==> src/rtl/axis_pkg.sv <==
// Shared types and helpers for the AXI-Stream FIFO: entry layout, release FSM
// states and the storage-width calculation.
package axis_pkg;

    typedef enum logic [0:0] {
        IDLE    = 1'b0,
        RELEASE = 1'b1
    } fsm_state_t;

    localparam int DEFAULT_DATA_WIDTH = 64;

    // Entry layout at the default data width; the FIFO top re-declares the
    // same field order at its own parameterised width.
    typedef struct packed {
        logic [DEFAULT_DATA_WIDTH-1:0]   tdata;
        logic [DEFAULT_DATA_WIDTH/8-1:0] tkeep;
        logic                            tlast;
    } axis_entry_t;

    function automatic int entry_width(input int data_width);
        return data_width + data_width / 8 + 1;
    endfunction

endpackage

==> src/rtl/axis_fifo_ram.sv <==
// Simple dual-port storage: one synchronous write port and one combinational
// read port, so the head entry is visible in the same cycle its pointer moves.
module axis_fifo_ram #(
    parameter int WIDTH = 73,
    parameter int DEPTH = 16,
    localparam int AW   = $clog2(DEPTH)
) (
    input  logic             clock,
    input  logic             wr_en,
    input  logic [AW-1:0]    wr_addr,
    input  logic [WIDTH-1:0] wr_data,
    input  logic [AW-1:0]    rd_addr,
    output logic [WIDTH-1:0] rd_data
);

    logic [WIDTH-1:0] mem [DEPTH];

    always_ff @(posedge clock) begin
        if (wr_en) begin
            mem[wr_addr] <= wr_data;
        end
    end

    assign rd_data = mem[rd_addr];

endmodule

==> src/rtl/axis_fifo.sv <==
// AXI-Stream FIFO with cut-through or store-and-forward output, plus a forced
// release that drains a full FIFO holding no complete packet.
module axis_fifo
    import axis_pkg::*;
#(
    parameter int DATA_WIDTH  = 64,
    parameter int DEPTH       = 16,
    parameter bit PACKET_MODE = 1'b0
) (
    input  logic                         aclk,
    input  logic                         areset,
    input  logic                         s_axis_tvalid,
    output logic                         s_axis_tready,
    input  logic [DATA_WIDTH-1:0]        s_axis_tdata,
    input  logic [DATA_WIDTH/8-1:0]      s_axis_tkeep,
    input  logic                         s_axis_tlast,
    output logic                         m_axis_tvalid,
    input  logic                         m_axis_tready,
    output logic [DATA_WIDTH-1:0]        m_axis_tdata,
    output logic [DATA_WIDTH/8-1:0]      m_axis_tkeep,
    output logic                         m_axis_tlast,
    output logic [$clog2(DEPTH+1)-1:0]   occupancy,
    output logic [$clog2(DEPTH+1)-1:0]   pkt_count,
    output logic                         overflow_release
);

    localparam int KEEP_W = DATA_WIDTH / 8;
    localparam int AW     = $clog2(DEPTH);
    localparam int CW     = $clog2(DEPTH + 1);
    localparam int EW     = entry_width(DATA_WIDTH);
    localparam logic [CW-1:0] FULL_COUNT = CW'(DEPTH);

    typedef struct packed {
        logic [DATA_WIDTH-1:0] tdata;
        logic [KEEP_W-1:0]     tkeep;
        logic                  tlast;
    } entry_t;

    entry_t         wr_entry;
    entry_t         rd_entry;
    logic [EW-1:0]  rd_word;
    logic [AW-1:0]  wr_ptr;
    logic [AW-1:0]  rd_ptr;
    logic [CW-1:0]  occ_q;
    logic [CW-1:0]  occ_next;
    logic [CW-1:0]  pkt_q;
    logic           ready_q;
    logic           push;
    logic           pop;
    logic           push_last;
    logic           pop_last;

    assign push      = s_axis_tvalid & ready_q;
    assign pop       = m_axis_tvalid & m_axis_tready;
    assign push_last = push & s_axis_tlast;
    assign pop_last  = pop & rd_entry.tlast;

    assign wr_entry = '{tdata: s_axis_tdata, tkeep: s_axis_tkeep, tlast: s_axis_tlast};
    assign rd_entry = rd_word;

    axis_fifo_ram #(
        .WIDTH (EW),
        .DEPTH (DEPTH)
    ) u_ram (
        .clock   (aclk),
        .wr_en   (push),
        .wr_addr (wr_ptr),
        .wr_data (wr_entry),
        .rd_addr (rd_ptr),
        .rd_data (rd_word)
    );

    always_comb begin
        occ_next = occ_q;
        if (push && !pop) begin
            occ_next = occ_q + 1'b1;
        end else if (!push && pop) begin
            occ_next = occ_q - 1'b1;
        end
    end

    // tready is registered from the next occupancy so it stays low in reset
    // and rises on the first edge afterwards, without any combinational path.
    always_ff @(posedge aclk or posedge areset) begin
        if (areset) begin
            wr_ptr  <= '0;
            rd_ptr  <= '0;
            occ_q   <= '0;
            pkt_q   <= '0;
            ready_q <= 1'b0;
        end else begin
            if (push) begin
                wr_ptr <= wr_ptr + 1'b1;
            end
            if (pop) begin
                rd_ptr <= rd_ptr + 1'b1;
            end
            occ_q   <= occ_next;
            ready_q <= (occ_next != FULL_COUNT);
            if (push_last && !pop_last) begin
                pkt_q <= pkt_q + 1'b1;
            end else if (!push_last && pop_last) begin
                pkt_q <= pkt_q - 1'b1;
            end
        end
    end

    assign s_axis_tready = ready_q;
    assign m_axis_tdata  = rd_entry.tdata;
    assign m_axis_tkeep  = rd_entry.tkeep;
    assign m_axis_tlast  = rd_entry.tlast;
    assign occupancy     = occ_q;
    assign pkt_count     = pkt_q;

    if (PACKET_MODE) begin : g_store_forward
        fsm_state_t state;
        fsm_state_t next_state;
        logic       fire_q;
        logic       release_active;

        always_ff @(posedge aclk or posedge areset) begin
            if (areset) begin
                state  <= IDLE;
                fire_q <= 1'b0;
            end else begin
                state  <= next_state;
                fire_q <= (state == IDLE) && (next_state == RELEASE);
            end
        end

        // A full FIFO with no tlast stored can never complete a packet, so
        // output is forced open until a packet boundary or empty.
        always_comb begin
            next_state = state;
            case (state)
                IDLE:    if (occ_q == FULL_COUNT && pkt_q == '0) next_state = RELEASE;
                RELEASE: if (pop_last || occ_next == '0)         next_state = IDLE;
                default: next_state = IDLE;
            endcase
        end

        always_comb begin
            release_active   = (state == RELEASE);
            overflow_release = fire_q;
        end

        assign m_axis_tvalid = (pkt_q != '0) || release_active;
    end else begin : g_cut_through
        assign m_axis_tvalid    = (occ_q != '0);
        assign overflow_release = 1'b0;
    end

endmodule
==> config.mk <==
export PLATFORM = sky130hd
export DESIGN_NAME = axis_fifo
export DESIGN_NICKNAME = d
export VERILOG_FILES = /design/src/rtl/axis_pkg.sv /design/src/rtl/axis_fifo_ram.sv /design/src/rtl/axis_fifo.sv
export SDC_FILE = /design/constraint.sdc
export NUM_CORES = 1
export LEC_CHECK = 0
export CAP_MARGIN = 25
export CORE_MARGIN = 5
export CORE_UTILIZATION = 45
export CTS_BUF_LIST = sky130_fd_sc_hd__clkbuf_8 sky130_fd_sc_hd__clkbuf_16
export DETAILED_ROUTE_END_ITERATION = 6
export PLACE_DENSITY = 0.68
export SLEW_MARGIN = 10
export SYNTH_ARGS = -nofsm -noshare
export SYNTH_HDL_FRONTEND = slang
export SYNTH_SLANG_ARGS = --single-unit
==> constraint.sdc <==
create_clock -name aclk -period 8.2 [get_ports aclk]
set_input_delay 2.05 -clock aclk [delete_from_list [all_inputs] [get_ports aclk]]
set_output_delay 2.05 -clock aclk [all_outputs]
set_load 0.03 [all_outputs]
* Word-level counts from Yosys, hierarchy flattened
Memory sizes are Yosys's and may differ from the RTL's. Cells that the tools add are included.
Operators by class: reduce and logical (&&, ||, !) cells 10, order comparisons 0, mux-type cells 6, bitwise operators 4, shift operators 0, $mul 0, div/mod/pow operators 0, add/subtract/negate cells 6, equality and inequality tests 1
Operators with widths (count):
- 5-bit 2-to-1 mux | 4
- 5-bit by 1-bit adder with 5-bit output, second input constant | 2
- 5-bit by 1-bit subtractor with 5-bit output, second input constant | 2
- 4-bit by 1-bit adder with 4-bit output, second input constant | 2
- 5-bit != test, second input constant | 1
- 5-bit nonzero test | 1
- 1-bit bitwise AND | 4
- 1-bit logical AND | 4
- 1-bit zero test | 4
- 1-bit 2-to-1 mux | 2
- 2-bit nonzero test | 1
Word-level totals: output and inout port bits 86, input port bits 77, word-level logic and storage cells 33, RAM bits 1168, register bits 19, memory bits (read-only) 0, latch bits 0, memories 1
Memory list:
- u_ram.mem | words 16, bits a word 73, read ports 1, clocked after memory_dff 0, wr ports 1, RTL line axis_fifo_ram.sv:16 | logic [WIDTH-1:0] mem [DEPTH];

* Longest topological paths before layout
Gate-level depths: netlist of the first run.
word-level depth 6, mapped depth 13, gate-level depth less buffers 13

* Hierarchy
From an unflattened synthesis of the first run, not the netlist that was laid out.
Second synthesis, totals: cell total of the unflattened synthesis 1907, area, all modules 44737.9 µm²
By module, submodules not included:
- axis_fifo_ram | area an instance 43665.6 µm², cells each 1802, times used 1, seq. area each 35073.6 µm²
- axis_fifo | area an instance 1072.3 µm², cells each 105, times used 1, seq. area each 475.5 µm²

* Worst setup path after synthesis of the first run
Ideal clock, no wire load.
path type input -> register, from input s_axis_tvalid, to memory u_ram.mem[10][0], enable pin, data required time 7.761 ns, buffers on the path 0, cell stages on the path 3, arrival time 4.235 ns, path slack 3.526 ns, setup time 0.439 ns, cells stage by stage nand2_1 nor3b_1 and2_1
Between the ends: longest elaborated chain between the ends 3
RTL lines:
- start: declaration | RTL line axis_fifo.sv:12 | input logic s_axis_tvalid,
- 1-bit bitwise AND | RTL line axis_fifo.sv:53 | assign push = s_axis_tvalid & ready_q;
- 1-bit 2-to-1 mux | RTL line axis_fifo_ram.sv:19 | if (wr_en) begin
- 1-bit 2-to-1 mux (implied by the code) | RTL line axis_fifo_ram.sv:20 | mem[wr_addr] <= wr_data;
- end: declaration | RTL line axis_fifo_ram.sv:16
No other way between the ends.

* Worst setup path after layout of the first run
from register rd_ptr[0], to output m_axis_tdata[55]
Between the ends: longest elaborated chain between the ends 1
RTL lines:
- start: declaration | RTL line axis_fifo.sv:43 | logic [AW-1:0] rd_ptr;
- start signal: assignment | RTL line axis_fifo.sv:96 | rd_ptr <= rd_ptr + 1'b1;
- memory 16 x 73 bit
- end: declaration | RTL line axis_fifo.sv:19 | output logic [DATA_WIDTH-1:0] m_axis_tdata,
No other way between the ends.

==> flow_summary.json, run 1 <==
{
  "outcome": "completed",
  "final_nets": 2059,
  "start_util_pct": 45.2,
  "cts_max_path_buffers": 3,
  "dpl.hpwl_mm": 48.7,
  "die_area_um2": 107000,
  "count_of_h_tree_levels_built_during_cts": 3,
  "rsz0062_at_grt": "no",
  "post_synth_net_total": 1834,
  "timing.slew.headroom_pct": 27.4,
  "synth-compound-area-share_pct": 0.241,
  "worst_max_slew_pin_slew_ns": 1.09,
  "mappedNetlistArea_um2": 45100,
  "die_x_um": 327,
  "power.ir.vdd_worst_mv": 0.278,
  "clk_sink_count": 1187,
  "floorplan.io_pins": 163,
  "cts_tree": "done",
  "portBuffers": 161,
  "post-route-min-period_ns": 6.12,
  "dr_total_vias": 19551,
  "post_cts_setup_repair_buffer_count": 0,
  "critPathRequiredTime_ns": 6.15,
  "postSynthAreaPerCell_um2": 25.9,
  "grt_antenna_before_repair": 13,
  "syn-instance-count": 1744,
  "final-setup-viol-count": 0,
  "max_fclk_ghz": 0.163,
  "synth_top_family_by_area": "multiplexers",
  "fin_worst_skew_ns": 0.0489,
  "cts_made_buffers": 114,
  "max-cap-violations": 0,
  "placeableCoreArea_um2": 99900,
  "synthAdderAreaFrac_pct": 0.377,
  "clk_latency_ns": 0.68,
  "post_drt_wl_per_cell_um": 29.4,
  "cts_resized": 0,
  "synth.distinct_cells": 39,
  "post-route-util_pct": 52.0,
  "seq_total_area_yosys_pct": 78.8,
  "cts.root.buffer_cell": "clkbuf_16",
  "p_leak_nw": 16.1,
  "synth_xor_xnor_area_share_pct": 0.291,
  "num_rows": 116,
  "timing.hold.worst.class": "register to register",
  "final.period_utilization_pct": 74.6,
  "worst-setup-path-type": "register to output pin",
  "first_global_vias": 21047,
  "grt_util_all_layers_pct": 18.5,
  "grt_remaining_overflow": 0,
  "timing_max_transition_violations_final": 0,
  "ys_ff_latch": 1187,
  "firstDrtPassIters": 5,
  "grt_pass1_wl_mm": 145,
  "post_synth_mux_area_share_pct": 18.3,
  "worst-path-max-fanout": 40,
  "grt_max_degree": 105,
  "gp_congestion": 0.732,
  "hold_violations": 0,
  "worst_setup_path_end_kind": "output pin",
  "clock_transition_at_path_regs_ns": 0.06,
  "rrSetupSlack_ns": 4.35,
  "antenna_violating_nets_post_route": 0,
  "pwr_density_cell_nw_per_um2": 362,
  "timing.critical_path.from_type": "register",
  "avgViaCountPerCell": 5.82,
  "relative_area_change_from_synthesis_to_final_layout_pct": 15.2,
  "die_h_um": 327,
  "drive_above_1_share_pct": 28.2,
  "cts_hold_buf": 0,
  "post_synth_and_or_nand_nor_area_fraction_pct": 0.663,
  "wl_mm": 98.8,
  "drtIter0Drc": 1927,
  "synthesis.yosys.warnings": 0,
  "setup_tns_ns": 0,
  "cp_data_arrival_time_ns": 4.07,
  "route.detailed.drc": 0
}
## synthesized netlist by cell type, drive strengths merged
cell,count,area share (%)
edfxtp,1168,78
mux4,365,18
buf,48,0.94
clkbuf,38,0.32
dfrtp,19,1.1
and2,13,0.18
ha,12,0.33
nand2,12,0.10
xnor2,11,0.21
and3,8,0.11
inv,8,0.067
o21ai,5,0.055
nor2,4,0.033
xor2,4,0.078
a21oi,3,0.033
nand3,3,0.033
nand4,3,0.042
a21o,2,0.033
nor3,2,0.022
nor4b,2,0.072
a221oi,1,0.019
a31oi,1,0.014
a41oi,1,0.019
conb,1,0.0083
fa,1,0.044
mux2,1,0.025
nand2b,1,0.014
nand4bb,1,0.025
nor2b,1,0.014
nor3b,1,0.017
o211ai,1,0.017
o22ai,1,0.014
o31ai,1,0.017
o32ai,1,0.019
## path summary, 6_finish.rpt
check,startpoint,to,cells after the start
hold / removal,pkt_count[4],pkt_count[4],1
hold reg to reg,pkt_count[4],pkt_count[4],1
min in group asynchronous,areset,occupancy[1],2
setup / recovery,rd_ptr[0],m_axis_tdata[55],4
max in group asynchronous,areset,rd_ptr[0],2
setup reg to reg,rd_ptr[0],pkt_count[4],11
## registers in the layout (all words and copies together), names as in the netlist
name	count
s_axis_tready	1
wr_ptr	4
rd_ptr	4
occupancy	5
pkt_count	5
u_ram.mem	1168
## power by group
| part | internal (W) | leakage (nW) | switching (W) | total, W |
|---|---|---|---|---|
| registers | 0.00733 | 10.8 | 0.000344 | 0.00767 |
| clock network | 0.00298 | 1.89 | 0.00222 | 0.00520 |
| logic | 0.00281 | 3.48 | 0.00313 | 0.00594 |
| total | 0.0131 | 16.1 | 0.00570 | 0.0188 |
## cells by family after synthesis
family	count (synthesis)
AO/OA/AOI/OAI	17
XOR/XNOR	15
adder cells (fa/ha/maj)	13
buffers and inverters	94
flip-flops	1187
multiplexers	366
other	1
AND/OR/NAND/NOR	51
## final cells by class
type / count / area [µm²]
well taps: 1298 / 1620
inverters: 8 / 30.0
diodes: 5 / 12.5
clock inverters: 92 / 898
flip-flops and latches: 1187 / 35600
multi-input cells: 463 / 8990
repair buffers: 195 / 1970
fillers: 7452 / 47900
clock buffers: 114 / 2850
## through the flow
stage	instances	power, W	hold WS [ns]	area (µm²)	worst slack, ns
floorplan	1744	0.0119	0.480	45100	3.53
global placement	3150	0.0138	0.464	48200	2.73
detailed placement	3151	0.0139	0.458	48200	2.68
CTS	3357	0.0191	0.480	51900	1.92
global route	3357	0.0196	0.502	51900	1.80
finish	3362	0.0188	0.480	52000	2.08
## critical path, cell delays in order (launching register included)
cell and delay [ns]:
dfrtp_4 0.99, buf_4 0.60, mux4_2 0.59, mux4_2 0.53, clkdlybuf4s50_1 0.62
## cell usage in the layout, fill, tap and decap left out, types with 14 or more instances in the layout
| cell | Yosys | routed |
|---|---|---|
| buf_4 | 1 | 26 |
| bufinv_16 | 0 | 14 |
| clkbuf_16 | 0 | 114 |
| clkdlybuf4s50_1 | 0 | 161 |
| clkinv_1 | 0 | 27 |
| clkinv_2 | 0 | 15 |
| dfrtp_1 | 19 | 15 |
| edfxtp_1 | 1168 | 1168 |
| inv_1 | 7 | 28 |
| mux4_2 | 365 | 365 |
## layer usage
metal / track usage, % / share of wire (%) / up-vias
li1: - / - / 8079
met1: 26.3 / 42 / 10719
met2: 30.3 / 50 / 622
met3: 3.94 / 6.7 / 119
met4: 3.60 / 1.4 / 12
met5: 0 / 0.083 / -
Power figures use the tool's default switching activity.
==> run 2, diff against run 1 <==
clock period = 6.2 ns   (was 8.2 ns; I/O delays follow)
==> run 2 against run 1 <==
Hold slack worse by 0.0047 ns. Utilization grew 0.46 points. Cell count is 0.51% higher. Flip-flop and latch count unchanged. Register-to-register slack worse by 2.1 ns. Setup slack lost 1.2 ns. Wire length decreased by 1.3%. Sequential power up 33%. Via count increased by 0.44%.
==> flow_summary.json, run 2 (synthesized netlist as in run 1, its figures left out) <==
{
  "outcome": "completed",
  "die_area_um2": 107000,
  "dr_total_vias": 19637,
  "post-route-util_pct": 52.5,
  "post-route-min-period_ns": 5.31,
  "worst-path-max-fanout": 57,
  "reg2reg_depth": 12,
  "die_x_um": 327,
  "power.total_w": 0.0253,
  "post_cts_setup_repair_buffer_count": 0,
  "worst_setup_path_end_kind": "output pin",
  "grt_remaining_overflow": 0,
  "post_drt_wl_per_cell_um": 28.9,
  "grt_antenna_before_repair": 12,
  "clk_sink_count": 1187,
  "cts_tree": "done",
  "drive_above_1_share_pct": 29.2,
  "max_fclk_ghz": 0.188,
  "rrSetupSlack_ns": 2.25,
  "cp-startpoint": "rd_ptr[1]",
  "final.period_utilization_pct": 85.6,
  "antenna_violating_nets_post_route": 0,
  "grt_util_all_layers_pct": 18.3,
  "cts_hold_buf": 0,
  "setup_tns_ns": 0,
  "cp_data_arrival_time_ns": 3.76,
  "relative_area_change_from_synthesis_to_final_layout_pct": 16.2,
  "hold_slack_ns": 0.475,
  "layout_filler_cell_count": 7403,
  "clock_transition_at_path_regs_ns": 0.06,
  "count_of_h_tree_levels_built_during_cts": 3,
  "pwr_density_cell_nw_per_um2": 482,
  "power.ir.vdd_worst_mv": 0.328,
  "cts_made_buffers": 115,
  "timing.critical_path.from_type": "register",
  "min_from": "pkt_count[4]",
  "leading_cell_types_in_the_layout_fill_and_taps_excluded": "edfxtp_1, mux4_2, clkdlybuf4s50_1",
  "floorplan.io_pins": 163,
  "timing.slew.headroom_pct": 32.2,
  "multi_input_area_um2": 8990,
  "hold-path-cell-count": 1,
  "largest_reg_flops": 1168,
  "critPathRequiredTime_ns": 4.65,
  "cts.root.buffer_cell": "clkbuf_16",
  "cts_max_path_buffers": 3,
  "firstDrtPassIters": 7,
  "registers.top_by_ff_count": "u_ram.mem",
  "timing.hold.worst.class": "register to register",
  "fin_worst_skew_ns": 0.0220,
  "portBuffers": 161,
  "wl_mm": 97.5,
  "placeableCoreArea_um2": 99900,
  "dpl.hpwl_mm": 48.9,
  "clk_latency_ns": 0.68,
  "grt_max_degree": 58,
  "max-cap-violations": 0,
  "hold_path_end": "pkt_count[4]",
  "rsz0062_at_grt": "no",
  "cts_resized": 0,
  "final-setup-viol-count": 0,
  "hold_violations": 0,
  "worst_max_slew_pin_slew_ns": 1.02,
  "num_rows": 116,
  "start_util_pct": 45.2,
  "p_leak_nw": 16.3,
  "drtIter0Drc": 1876,
  "mostFrequentLayoutCell": "edfxtp_1",
  "gp_congestion": 0.733,
  "regToRegStartpoint": "rd_ptr[0]",
  "die_h_um": 327,
  "first_global_vias": 20941,
  "avgViaCountPerCell": 5.81,
  "timing_max_transition_violations_final": 0,
  "route.detailed.drc": 0,
  "final_area_um2": 52400,
  "worst-setup-path-type": "register to output pin",
  "final_nets": 2067,
  "grt_pass1_wl_mm": 143,
  "rr_endpoint": "pkt_count[4]",
  "register_area_um2": 35600,
  "post_dp_cell_area_um2": 48500
}
## run 2: cell type report
type / instances / area share (%)
Timing Repair Buffer: 202 / 4.35
Antenna cell: 6 / 0.0286
Tap cell: 1298 / 3.10
Inverter: 8 / 0.0573
Multi-Input combinational cell: 463 / 17.2
Sequential cell: 1187 / 67.9
Clock buffer: 116 / 5.54
Clock inverter: 99 / 1.90
## run 2: how the worst max path moves through the flow
stage | cells after the start | slack [ns] | endpoint
after floorplan | 3 | 2.03 | u_ram.mem[10][0]
after global placement | 4 | 1.55 | m_axis_tdata[40]
after detailed placement | 4 | 1.55 | m_axis_tdata[40]
after CTS | 4 | 0.78 | m_axis_tdata[46]
after global routing | 4 | 0.70 | m_axis_tdata[40]
final | 4 | 0.89 | m_axis_tdata[28]
## run 2: worst max-delay path, stage by stage (launching register included)
cell and delay, ns:
dfrtp_4 1.08, buf_12 0.38, mux4_2 0.36, mux4_2 0.54
clkdlybuf4s50_1 0.64
## run 2: report_power, final
| group | switching (W) | internal [W] |
|---|---|---|
| clock network | 0.00296 | 0.00413 |
| registers | 0.000507 | 0.00969 |
| logic | 0.00413 | 0.00384 |
| total | 0.00760 | 0.0177 |
## run 2: per-stage QoR
step	setup WS [ns]	instances
2_1_floorplan	2.03	1744
3_3_place_gp	1.55	3158
3_5_place_dp	1.55	3158
4_1_cts	0.783	3373
5_1_grt	0.702	3374
6_report	0.894	3379
## run 2: per-layer routing
layer | global-route usage (%) | wire length, µm | vias up
li1 | - | - | 8110
met1 | 25.9 | 40000 | 10761
met2 | 30.0 | 49000 | 635
met3 | 3.93 | 6950 | 121
met4 | 3.79 | 1510 | 10
met5 | 0 | 64 | -
==> run 3, diff against run 2 <==
CORE_ASPECT_RATIO = 0.7   (was not set)
==> run 3 against run 2 <==
Critical path depth unchanged. Clock power down 7.6%. Via count up 0.48%. Sequential power about the same. Setup slack worse by 0.090 ns.
==> flow_summary.json, run 3 (synthesized netlist as in run 1, its figures left out) <==
{
  "critPathRequiredTime_ns": 4.65,
  "cp_max_delay_cell": "dfrtp_4",
  "worst-setup-path-type": "register to output pin",
  "relative_area_change_from_synthesis_to_final_layout_pct": 15.4,
  "timing.critical_path.from_type": "register",
  "timing_max_transition_violations_final": 0,
  "dr_total_vias": 19731,
  "post_cts_setup_repair_buffer_count": 0,
  "max-cap-violations": 0,
  "dpl.hpwl_mm": 51.3,
  "cts_tree": "done",
  "clk_sink_count": 1187,
  "pre_cts_ws_ns": 1.45,
  "max_fclk_ghz": 0.185,
  "portBuffers": 161,
  "die_x_um": 388,
  "count_of_h_tree_levels_built_during_cts": 3,
  "post_drt_wl_per_cell_um": 29.1,
  "mostFrequentLayoutCell": "edfxtp_1",
  "cts_resized": 0,
  "grt_antenna_before_repair": 10,
  "placed_cells_incl_taps": 3204,
  "cts_hold_buf": 0,
  "outcome": "completed",
  "grt_pass1_wl_mm": 145,
  "worst-path-max-fanout": 76,
  "grt_max_degree": 86,
  "hold_slack_ns": 0.472,
  "fin_worst_skew_ns": 0.0195,
  "post-route-util_pct": 52.1,
  "cp-startpoint": "rd_ptr[0]",
  "clk_latency_ns": 0.70,
  "num_rows": 97,
  "reg2reg_depth": 11,
  "route.detailed.drc": 0,
  "rsz0062_at_grt": "no",
  "registers.top_by_ff_count": "u_ram.mem",
  "cp.buffers_inverters": 2,
  "crit_path_cell_trace": "buf_12 -> mux4_2 -> mux4_2 -> clkdlybuf4s50_1",
  "wl_mm": 99.0,
  "post-route-min-period_ns": 5.40,
  "cts_made_buffers": 107,
  "firstDrtPassIters": 5,
  "final.period_utilization_pct": 87.0,
  "hold_violations": 0,
  "rr_endpoint": "pkt_count[4]",
  "rrSetupSlack_ns": 2.63,
  "pwr_density_cell_nw_per_um2": 475,
  "wl_met2_mm": 47.2,
  "drtIter0Drc": 1860,
  "p_leak_nw": 16.2,
  "antenna_violating_nets_post_route": 0,
  "endpoint_of_the_worst_setup_timing_path": "m_axis_tkeep[2]",
  "leading_cell_types_in_the_layout_fill_and_taps_excluded": "edfxtp_1, mux4_2, clkdlybuf4s50_1",
  "timing.hold.worst.class": "register to register",
  "timing.slew.headroom_pct": 30.6,
  "min_from": "pkt_count[4]",
  "placeableCoreArea_um2": 99800,
  "start_util_pct": 45.2,
  "avgViaCountPerCell": 5.79,
  "grt_remaining_overflow": 0,
  "largest_reg_flops": 1168,
  "cts_max_path_buffers": 3,
  "grt_util_all_layers_pct": 18.7,
  "floorplan.io_pins": 163,
  "first_global_vias": 20707,
  "final-setup-viol-count": 0,
  "worst_max_slew_pin_slew_ns": 1.04,
  "layout.cells.non_filler": 3407,
  "timing.critical_path.mode_cell": "mux4_2",
  "cts.root.buffer_cell": "clkbuf_16",
  "regToRegStartpoint": "rd_ptr[0]",
  "post-route-worst-setup-slack_ns": 0.805,
  "drive_above_1_share_pct": 28.2,
  "wl_met3_mm": 7.61,
  "setup_tns_ns": 0,
  "gp_congestion": 0.716,
  "die_area_um2": 107000,
  "critical-path-top-delay-family": "buffers and inverters",
  "clock_transition_at_path_regs_ns": 0.06,
  "power.ir.vdd_worst_mv": 0.383,
  "timing.critical_path.slowest_cell_delay_ns": 0.78,
  "crit_cells": 4,
  "routedLengthMet1_mm": 42.6,
  "dr.max_layer_used": "met5",
  "worst_setup_path_end_kind": "output pin",
  "die_h_um": 275,
  "cp_data_arrival_time_ns": 3.85,
  "final_nets": 2067
}
## run 3: changes by cell type in the layout (fill, tap and decap cells not counted), sizes merged
cell | previous run | this run
buf | 41 | 49
bufinv | 17 | 11
clkbuf | 116 | 111
clkinv | 47 | 43
clkinvlp | 12 | 4
diode | 6 | 4
inv | 31 | 38
## run 3: area by class of cell
cell class              count  area (µm²)
flip-flops and latches   1187       35600
repair buffers            210        2270
clock buffers             111        2780
fillers                  7515       47700
inverters                   8        30.0
clock inverters            88         709
multi-input cells         463        8990
well taps                1336        1670
diodes                      4        10.0
## run 3: worst register-to-register path, cell delays in order, from the launching register on
cell and delay, ns:
dfrtp_4 0.78, mux4_2 0.60, mux4_2 0.57, nand2_1 0.11
ha_1 0.19, inv_1 0.10, fa_1 0.42, a21o_1 0.18
a21oi_1 0.17, xnor2_1 0.14, nor2_1 0.06, xor2_1 0.14
## run 3: power by group
group	internal, W	leakage (nW)	switching, W
Clock	0.00369	1.80	0.00285
Combinational	0.00381	3.60	0.00422
Sequential	0.00969	10.8	0.000448
## run 3: layer usage
metal  GRT usage, %  up-vias
met1           27.1    10800
li1               -     8087
met2           29.3      705
met5              0        -
met4           3.82       10
met3           4.76      129
## run 3: how the worst min path moves through the flow
stage               depth (start not counted)           end  slack, ns
global route                                1  pkt_count[4]       0.49
finish                                      1  pkt_count[4]       0.47
floorplan                                   1     wr_ptr[2]       0.48
detailed placement                          1  pkt_count[4]       0.46
CTS                                         1  pkt_count[4]       0.48
global placement                            1  pkt_count[4]       0.46
## run 3: per-stage QoR
stage | total power, W | cell area [µm²]
finish | 0.0247 | 52000
global route | 0.0258 | 52000
CTS | 0.0250 | 52000
detailed placement | 0.0185 | 48500
global placement | 0.0184 | 48500
floorplan | 0.0157 | 45100
